--- config.mk ---
export PLATFORM = sky130hd
export DESIGN_NAME = fp32_add_unit
export DESIGN_NICKNAME = d
export VERILOG_FILES = /design/src/rtl/fp32_pkg.sv /design/src/rtl/fp32_add_core.sv /design/src/rtl/fp32_add_unit.sv
export SDC_FILE = /design/constraint.sdc
export NUM_CORES = 1
export LEC_CHECK = 0
export BUFFER_PORTS_ARGS = -buffer_cell sky130_fd_sc_hd__buf_2
export CAP_MARGIN = 5
export CORE_MARGIN = 2
export CORE_UTILIZATION = 30
export CTS_CLUSTER_SIZE = 25
export DETAILED_ROUTE_END_ITERATION = 8
export PLACE_DENSITY = 0.44
export SKIP_CTS_REPAIR_TIMING = 1
export SYNTH_ARGS = -nofsm -noshare
export SYNTH_HDL_FRONTEND = slang
export SYNTH_HIERARCHICAL = 1
export SYNTH_SLANG_ARGS = --single-unit
export TNS_END_PERCENT = 5
--- constraint.sdc ---
create_clock -name clk -period 20.3 [get_ports clk]
set_clock_uncertainty 0.05 [all_clocks]
set_input_delay 5.075 -clock clk [delete_from_list [all_inputs] [get_ports clk]]
set_output_delay 5.075 -clock clk [all_outputs]
set_load 0.005 [all_outputs]
--- src/rtl/fp32_pkg.sv ---
// Shared types, constants and field helpers for the FP32 add unit and its core.
package fp32_pkg;

    localparam int unsigned FP_W        = 32;
    localparam int unsigned EXP_FIELD_W = 8;
    localparam int unsigned MAN_FIELD_W = 23;
    localparam int unsigned EXP_W       = 10;
    localparam int unsigned MAN_W       = 24;
    localparam int unsigned GRS_W       = 3;
    localparam int unsigned DP_W        = MAN_W + GRS_W;

    typedef logic signed [EXP_W-1:0] exp_t;
    typedef logic [DP_W-1:0]         dp_t;
    typedef logic [DP_W:0]           sum_t;
    typedef logic [MAN_W-1:0]        man_t;

    typedef struct packed {
        logic                   sign;
        logic [EXP_FIELD_W-1:0] exp;
        logic [MAN_FIELD_W-1:0] man;
    } fp32_t;

    localparam exp_t EXP_BIAS    = exp_t'(127);
    localparam exp_t EXP_MIN     = exp_t'(-126);
    localparam exp_t EXP_MAX     = exp_t'(127);
    localparam exp_t EXP_ONE     = exp_t'(1);
    // Beyond this exponent gap the smaller mantissa survives only as sticky.
    localparam exp_t ALIGN_FLUSH = exp_t'(DP_W - 1);

    localparam logic [FP_W-1:0] QNAN    = 32'h7FC0_0000;
    localparam logic [FP_W-1:0] POS_INF = 32'h7F80_0000;

    typedef enum logic [1:0] {
        IDLE,
        BUSY,
        DONE
    } wrap_state_e;

    typedef enum logic [3:0] {
        GET_A,
        GET_B,
        UNPACK,
        SPECIAL,
        ALIGN,
        ADD_0,
        ADD_1,
        NORM_1,
        NORM_2,
        ROUND,
        PACK,
        PUT_Z
    } core_state_e;

    function automatic logic is_nan(fp32_t f);
        return (f.exp == 8'hFF) && (f.man != '0);
    endfunction

    function automatic logic is_inf(fp32_t f);
        return (f.exp == 8'hFF) && (f.man == '0);
    endfunction

    function automatic logic is_zero(fp32_t f);
        return (f.exp == 8'h00) && (f.man == '0);
    endfunction

    // Denormals sit at the minimum exponent with no hidden bit.
    function automatic exp_t unpack_exp(fp32_t f);
        return (f.exp == 8'h00) ? EXP_MIN : (exp_t'({2'b00, f.exp}) - EXP_BIAS);
    endfunction

    function automatic dp_t unpack_man(fp32_t f);
        return dp_t'({f.exp != 8'h00, f.man, 3'b000});
    endfunction

endpackage

--- src/rtl/fp32_add_core.sv ---
// Strobe/acknowledge FP32 adder: serial align and normalise, round to nearest even.
module fp32_add_core
    import fp32_pkg::*;
(
    input  logic            clk,
    input  logic            rst,
    input  logic [FP_W-1:0] input_a,
    input  logic [FP_W-1:0] input_b,
    input  logic            input_a_stb,
    input  logic            input_b_stb,
    output logic            input_a_ack,
    output logic            input_b_ack,
    output logic [FP_W-1:0] output_z,
    output logic            output_z_stb,
    input  logic            output_z_ack
);

    core_state_e     state_q, state_d;
    logic [FP_W-1:0] a_q, a_d, b_q, b_d, z_q, z_d;
    logic            a_ack_q, a_ack_d, b_ack_q, b_ack_d, z_stb_q, z_stb_d;
    dp_t             a_m_q, a_m_d, b_m_q, b_m_d;
    exp_t            a_e_q, a_e_d, b_e_q, b_e_d, z_e_q, z_e_d;
    logic            a_s_q, a_s_d, b_s_q, b_s_d, z_s_q, z_s_d;
    sum_t            sum_q, sum_d;
    man_t            z_m_q, z_m_d;
    logic            guard_q, guard_d, round_q, round_d, sticky_q, sticky_d;

    fp32_t fa, fb;
    exp_t  diff_ab, diff_ba;

    assign fa      = a_q;
    assign fb      = b_q;
    assign diff_ab = a_e_q - b_e_q;
    assign diff_ba = b_e_q - a_e_q;

    assign input_a_ack  = a_ack_q;
    assign input_b_ack  = b_ack_q;
    assign output_z     = z_q;
    assign output_z_stb = z_stb_q;

    always_ff @(posedge clk or posedge rst) begin
        if (rst) begin
            state_q  <= GET_A;
            a_q      <= '0;
            b_q      <= '0;
            z_q      <= '0;
            a_ack_q  <= 1'b0;
            b_ack_q  <= 1'b0;
            z_stb_q  <= 1'b0;
            a_m_q    <= '0;
            b_m_q    <= '0;
            a_e_q    <= '0;
            b_e_q    <= '0;
            z_e_q    <= '0;
            a_s_q    <= 1'b0;
            b_s_q    <= 1'b0;
            z_s_q    <= 1'b0;
            sum_q    <= '0;
            z_m_q    <= '0;
            guard_q  <= 1'b0;
            round_q  <= 1'b0;
            sticky_q <= 1'b0;
        end else begin
            state_q  <= state_d;
            a_q      <= a_d;
            b_q      <= b_d;
            z_q      <= z_d;
            a_ack_q  <= a_ack_d;
            b_ack_q  <= b_ack_d;
            z_stb_q  <= z_stb_d;
            a_m_q    <= a_m_d;
            b_m_q    <= b_m_d;
            a_e_q    <= a_e_d;
            b_e_q    <= b_e_d;
            z_e_q    <= z_e_d;
            a_s_q    <= a_s_d;
            b_s_q    <= b_s_d;
            z_s_q    <= z_s_d;
            sum_q    <= sum_d;
            z_m_q    <= z_m_d;
            guard_q  <= guard_d;
            round_q  <= round_d;
            sticky_q <= sticky_d;
        end
    end

    always_comb begin
        state_d  = state_q;
        a_d      = a_q;
        b_d      = b_q;
        z_d      = z_q;
        a_ack_d  = a_ack_q;
        b_ack_d  = b_ack_q;
        z_stb_d  = z_stb_q;
        a_m_d    = a_m_q;
        b_m_d    = b_m_q;
        a_e_d    = a_e_q;
        b_e_d    = b_e_q;
        z_e_d    = z_e_q;
        a_s_d    = a_s_q;
        b_s_d    = b_s_q;
        z_s_d    = z_s_q;
        sum_d    = sum_q;
        z_m_d    = z_m_q;
        guard_d  = guard_q;
        round_d  = round_q;
        sticky_d = sticky_q;

        unique case (state_q)
            GET_A: begin
                a_ack_d = 1'b1;
                if (a_ack_q && input_a_stb) begin
                    a_d     = input_a;
                    a_ack_d = 1'b0;
                    b_ack_d = 1'b1;
                    state_d = GET_B;
                end
            end
            GET_B: begin
                b_ack_d = 1'b1;
                if (b_ack_q && input_b_stb) begin
                    b_d     = input_b;
                    b_ack_d = 1'b0;
                    state_d = UNPACK;
                end
            end
            UNPACK: begin
                a_s_d   = fa.sign;
                b_s_d   = fb.sign;
                a_e_d   = unpack_exp(fa);
                b_e_d   = unpack_exp(fb);
                a_m_d   = unpack_man(fa);
                b_m_d   = unpack_man(fb);
                state_d = SPECIAL;
            end
            SPECIAL: begin
                z_stb_d = 1'b1;
                state_d = PUT_Z;
                if (is_nan(fa) || is_nan(fb)) begin
                    z_d = QNAN;
                end else if (is_inf(fa)) begin
                    z_d = (is_inf(fb) && (fa.sign != fb.sign)) ? QNAN : a_q;
                end else if (is_inf(fb)) begin
                    z_d = b_q;
                end else if (is_zero(fa) && is_zero(fb)) begin
                    z_d = {fa.sign & fb.sign, 31'h0};
                end else if (is_zero(fa)) begin
                    z_d = b_q;
                end else if (is_zero(fb)) begin
                    z_d = a_q;
                end else begin
                    z_stb_d = 1'b0;
                    state_d = ALIGN;
                end
            end
            ALIGN: begin
                // Shift the smaller operand one place per cycle, folding lost bits into bit 0.
                if (a_e_q > b_e_q) begin
                    if (diff_ab > ALIGN_FLUSH) begin
                        b_m_d = {{(DP_W-1){1'b0}}, |b_m_q};
                        b_e_d = a_e_q;
                    end else begin
                        b_m_d = {1'b0, b_m_q[DP_W-1:2], b_m_q[1] | b_m_q[0]};
                        b_e_d = b_e_q + EXP_ONE;
                    end
                end else if (a_e_q < b_e_q) begin
                    if (diff_ba > ALIGN_FLUSH) begin
                        a_m_d = {{(DP_W-1){1'b0}}, |a_m_q};
                        a_e_d = b_e_q;
                    end else begin
                        a_m_d = {1'b0, a_m_q[DP_W-1:2], a_m_q[1] | a_m_q[0]};
                        a_e_d = a_e_q + EXP_ONE;
                    end
                end else begin
                    state_d = ADD_0;
                end
            end
            ADD_0: begin
                z_e_d = a_e_q;
                if (a_s_q == b_s_q) begin
                    sum_d = sum_t'(a_m_q) + sum_t'(b_m_q);
                    z_s_d = a_s_q;
                end else if (a_m_q >= b_m_q) begin
                    sum_d = sum_t'(a_m_q - b_m_q);
                    z_s_d = a_s_q;
                end else begin
                    sum_d = sum_t'(b_m_q - a_m_q);
                    z_s_d = b_s_q;
                end
                state_d = ADD_1;
            end
            ADD_1: begin
                if (sum_q == '0) begin
                    z_d     = '0;
                    z_stb_d = 1'b1;
                    state_d = PUT_Z;
                end else if (sum_q[DP_W]) begin
                    z_m_d    = sum_q[DP_W:4];
                    guard_d  = sum_q[3];
                    round_d  = sum_q[2];
                    sticky_d = sum_q[1] | sum_q[0];
                    z_e_d    = z_e_q + EXP_ONE;
                    state_d  = NORM_1;
                end else begin
                    z_m_d    = sum_q[DP_W-1:3];
                    guard_d  = sum_q[2];
                    round_d  = sum_q[1];
                    sticky_d = sum_q[0];
                    state_d  = NORM_1;
                end
            end
            NORM_1: begin
                if (!z_m_q[MAN_W-1] && (z_e_q > EXP_MIN)) begin
                    z_e_d   = z_e_q - EXP_ONE;
                    z_m_d   = {z_m_q[MAN_W-2:0], guard_q};
                    guard_d = round_q;
                    round_d = 1'b0;
                end else begin
                    state_d = NORM_2;
                end
            end
            NORM_2: begin
                if (z_e_q < EXP_MIN) begin
                    z_e_d    = z_e_q + EXP_ONE;
                    z_m_d    = {1'b0, z_m_q[MAN_W-1:1]};
                    guard_d  = z_m_q[0];
                    round_d  = guard_q;
                    sticky_d = sticky_q | round_q;
                end else begin
                    state_d = ROUND;
                end
            end
            ROUND: begin
                if (guard_q && (round_q || sticky_q || z_m_q[0])) begin
                    z_m_d = z_m_q + man_t'(1);
                    if (z_m_q == '1) begin
                        z_e_d = z_e_q + EXP_ONE;
                    end
                end
                state_d = PACK;
            end
            PACK: begin
                if (z_e_q > EXP_MAX) begin
                    z_d = POS_INF | {z_s_q, 31'h0};
                end else if ((z_e_q == EXP_MIN) && !z_m_q[MAN_W-1]) begin
                    z_d = {z_s_q, 8'h00, z_m_q[MAN_W-2:0]};
                end else begin
                    z_d = {z_s_q, 8'(z_e_q + EXP_BIAS), z_m_q[MAN_W-2:0]};
                end
                z_stb_d = 1'b1;
                state_d = PUT_Z;
            end
            PUT_Z: begin
                if (z_stb_q && output_z_ack) begin
                    z_stb_d = 1'b0;
                    state_d = GET_A;
                end
            end
            default: state_d = GET_A;
        endcase
    end

endmodule

--- src/rtl/fp32_add_unit.sv ---
// One-request-at-a-time pulse interface around the strobe/ack FP32 add core.
module fp32_add_unit
    import fp32_pkg::*;
(
    input  logic            clk,
    input  logic            rst,
    input  logic [FP_W-1:0] a,
    input  logic [FP_W-1:0] b,
    input  logic            ready_in,
    output logic [FP_W-1:0] out,
    output logic            ready_out
);

    wrap_state_e     state_q, state_d;
    logic [FP_W-1:0] a_q, a_d, b_q, b_d, out_q, out_d;
    logic            a_stb_q, a_stb_d, b_stb_q, b_stb_d;
    logic            z_ack_q, z_ack_d, ready_out_q, ready_out_d;

    logic            core_a_ack, core_b_ack, core_z_stb;
    logic [FP_W-1:0] core_z;

    fp32_add_core u_core (
        .clk          (clk),
        .rst          (rst),
        .input_a      (a_q),
        .input_b      (b_q),
        .input_a_stb  (a_stb_q),
        .input_b_stb  (b_stb_q),
        .input_a_ack  (core_a_ack),
        .input_b_ack  (core_b_ack),
        .output_z     (core_z),
        .output_z_stb (core_z_stb),
        .output_z_ack (z_ack_q)
    );

    assign out       = out_q;
    assign ready_out = ready_out_q;

    always_ff @(posedge clk or posedge rst) begin
        if (rst) begin
            state_q     <= IDLE;
            a_q         <= '0;
            b_q         <= '0;
            out_q       <= '0;
            a_stb_q     <= 1'b0;
            b_stb_q     <= 1'b0;
            z_ack_q     <= 1'b0;
            ready_out_q <= 1'b0;
        end else begin
            state_q     <= state_d;
            a_q         <= a_d;
            b_q         <= b_d;
            out_q       <= out_d;
            a_stb_q     <= a_stb_d;
            b_stb_q     <= b_stb_d;
            z_ack_q     <= z_ack_d;
            ready_out_q <= ready_out_d;
        end
    end

    // Requests arriving outside IDLE are dropped, not queued.
    always_comb begin
        state_d     = state_q;
        a_d         = a_q;
        b_d         = b_q;
        out_d       = out_q;
        a_stb_d     = a_stb_q;
        b_stb_d     = b_stb_q;
        z_ack_d     = 1'b0;
        ready_out_d = 1'b0;

        unique case (state_q)
            IDLE: begin
                if (ready_in) begin
                    a_d     = a;
                    b_d     = b;
                    a_stb_d = 1'b1;
                    b_stb_d = 1'b1;
                    state_d = BUSY;
                end
            end
            BUSY: begin
                if (a_stb_q && core_a_ack) begin
                    a_stb_d = 1'b0;
                end
                if (b_stb_q && core_b_ack) begin
                    b_stb_d = 1'b0;
                end
                if (core_z_stb) begin
                    out_d       = core_z;
                    ready_out_d = 1'b1;
                    z_ack_d     = 1'b1;
                    state_d     = DONE;
                end
            end
            DONE: begin
                state_d = IDLE;
            end
            default: state_d = IDLE;
        endcase
    end

endmodule

==> qor.csv <==
metric,value,unit
Critical Path RT,20.69,ns
Area contributors post-synth,"dfrtp_1 (38%), ha_1 (6.5%), mux2_2 (5.6%)",
global route total overflow,0,
Num CTS Buffers,44,
"Net Count, Synth",2653,
core area,75700,um2
cell taking the most area after synthesis,dfrtp_1,
post-route setup slack,13.75,ns
total die area,78500,um2
synthesized area per cell,9.30,um2
asr flop ratio synth,100,%
critical path class,input port to flop,
"Cell Area, Placed",24100,um2
Detailed Route WL,79.6,mm
CTS tree,built,
Yosys top cell area share,37.8,%
antenna violations before repair,1,
crit path capture type,flop,
worst-margin pin slew,1.11,ns
Max clock buf depth,3,
most common cell in the netlist,dfrtp_1,
Worst slew margin,25.4,%
max-cap violations,0,
pre-CTS WS,13.16,ns
via/cell ratio,5.53,
total track usage,20.1,%
Starting Density,30.2,%
status,completed,
Setup TNS Final,0,ns
Synth Cell Area,22900,um2
synthesis-to-finish area growth,11.8,%
final worst-path cycle share,32.3,%
dpl hpwl,59.3,mm
"Slew Viols, Final",0,
minimum clock period,6.55,ns
crit path from,ready_in,
GP Congestion,0.913,
Synth Register Bits,346,
Peak Freq,153,MHz
chip width,280,um
root buf cell,clkbuf_16,
Port Buf Inserts,99,
number of flops mapped to enable cells by yosys,0,
cell count after synthesis,2462,
final setup violating endpoints,0,
"Seq/Total Area, Yosys",37.8,%
Final Cell Area,25600,um2
largest net degree at the start of global routing,148,
Post-layout nets,2668,
Hold Crit Class,flop to flop,
CP Max Fanout,55,
DRC Markers,0,
vias in the first global route,18900,
reg2reg start,u_core/a_m_q[21]$_DFFE_PP0P_,
Worst-Skew Late Latency,0.58,ns
"Primary FF master, synth",dfrtp_1,
Clock Sinks,346,
RSZ-0062 raised after global routing,false,
ANT nets after route,0,
share of cells above drive strength 1,16.6,%
Hold Startpoint,out[20]$_DFFE_PP0P_,
library cells used by synthesis,91,
die height,280,um
Crit path arrival time,6.94,ns
Fin. Hold Viols,0,
Pre-antenna DRT Iters,6,
row count,101,
H-tree levels,2,
n_diodes,0,
Post-synth top cells,"dfrtp_1 (346), a21oi_1 (252), o21ai_0 (177)",
first-pass GRT wire length,122,mm
filler cell count,7805,
routed via count,19300,
Ys Warns,6,
io pins,100,
Final Util,33.8,%
initial drt markers,1711,
Avg WL per Cell,22.8,um
Critical Path Source Type,input port,
Worst-path clk slew,0.05,ns
-- flip-flops by register name (all words and copies together) (netlist names), 2 cells and up --
| name | cells |
|---|---|
| a_q | 32 |
| b_q | 32 |
| out | 32 |
| state_q | 2 |
| u_core/a_e_q | 10 |
| u_core/a_m_q | 27 |
| u_core/a_q | 32 |
| u_core/b_e_q | 10 |
| u_core/b_m_q | 27 |
| u_core/b_q | 32 |
| u_core/output_z | 32 |
| u_core/state_q | 4 |
| u_core/sum_q | 28 |
| u_core/z_e_q | 10 |
| u_core/z_m_q | 24 |
-- critical path: stages --
cell	delay, ns
buf_2	0.10
nor2b_2	0.18
and2b_4	0.36
buf_4	0.79
mux2_2	0.42
-- through the flow --
step,hold WS (ns),instances
6_report,0.448,3490
3_3_place_gp,0.441,3409
4_1_cts,0.453,3490
3_5_place_dp,0.442,3409
5_1_grt,0.477,3490
2_1_floorplan,0.400,2462
-- final cells by class --
class	count	area, um2	area share (%)
multi-input cells	1833	13100	51.0
repair buffers	124	696	2.72
flip-flops and latches	346	8660	33.8
clock inverters	23	251	0.983
inverters	128	490	1.92
clock buffers	58	1210	4.75
well taps	978	1220	4.78
-- routing by layer --
metal	global-route usage, %	vias up	routed length [um]
met3	3.52	82	5230
met2	29.1	632	33000
li1	-	9035	-
met1	30.7	9560	39900
met5	0	-	0
met4	4.44	0	1460
-- cell usage in the layout (no fill, tap or decap), types with 12 or more instances in the layout --
master and count:
dfrtp_1 346, a21oi_1 251, o21ai_0 176, nor2_1 168
nand2_1 159, inv_1 126, ha_1 118, mux2_2 114
buf_2 99, a211oi_1 69, mux2_4 60, mux2i_1 60
and3_1 56, xnor2_1 52, nor3_1 51, nor4_1 48
clkbuf_16 45, nand3_1 43, a21o_1 27, buf_4 24
nand4_1 22, nor2b_1 22, a31oi_1 19, o31ai_1 18
o21bai_1 17, xor2_1 17, o211ai_1 14, a22oi_1 14
o21a_1 13, a221oi_1 12, o22ai_1 12
-- cells by family after synthesis --
| group | after synthesis | share of synthesized area [%] |
|---|---|---|
| flip-flops | 346 | 37.8 |
| XOR/XNOR | 71 | 2.72 |
| multiplexers | 234 | 12.2 |
| adder cells (fa/ha/maj) | 124 | 6.98 |
| AND/OR/NAND/NOR | 642 | 13.7 |
| buffers and inverters | 283 | 5.41 |
| AO/OA/AOI/OAI | 762 | 21.2 |
-- path summary, 6_finish.rpt --
| check | endpoint | slack (ns) | cells past startpoint |
|---|---|---|---|
| max in group asynchronous | u_core/b_q[16]$_DFFE_PP0P_ | 14.18 | 3 |
| max reg2reg | u_core/sum_q[25]$_DFFE_PP0P_ | 15.75 | 13 |
| min in group asynchronous | u_core/output_z[23]$_DFFE_PP0P_ | 4.59 | 2 |
| min reg2reg | out[20]$_DFFE_PP0P_ | 0.45 | 1 |
| min | out[20]$_DFFE_PP0P_ | 0.45 | 1 |
| max | a_q[25]$_DFFE_PP0P_ | 13.75 | 5 |
Power is not shown: default switching activity piles up to over one toggle a cycle in this logic, so the estimate is an artifact.
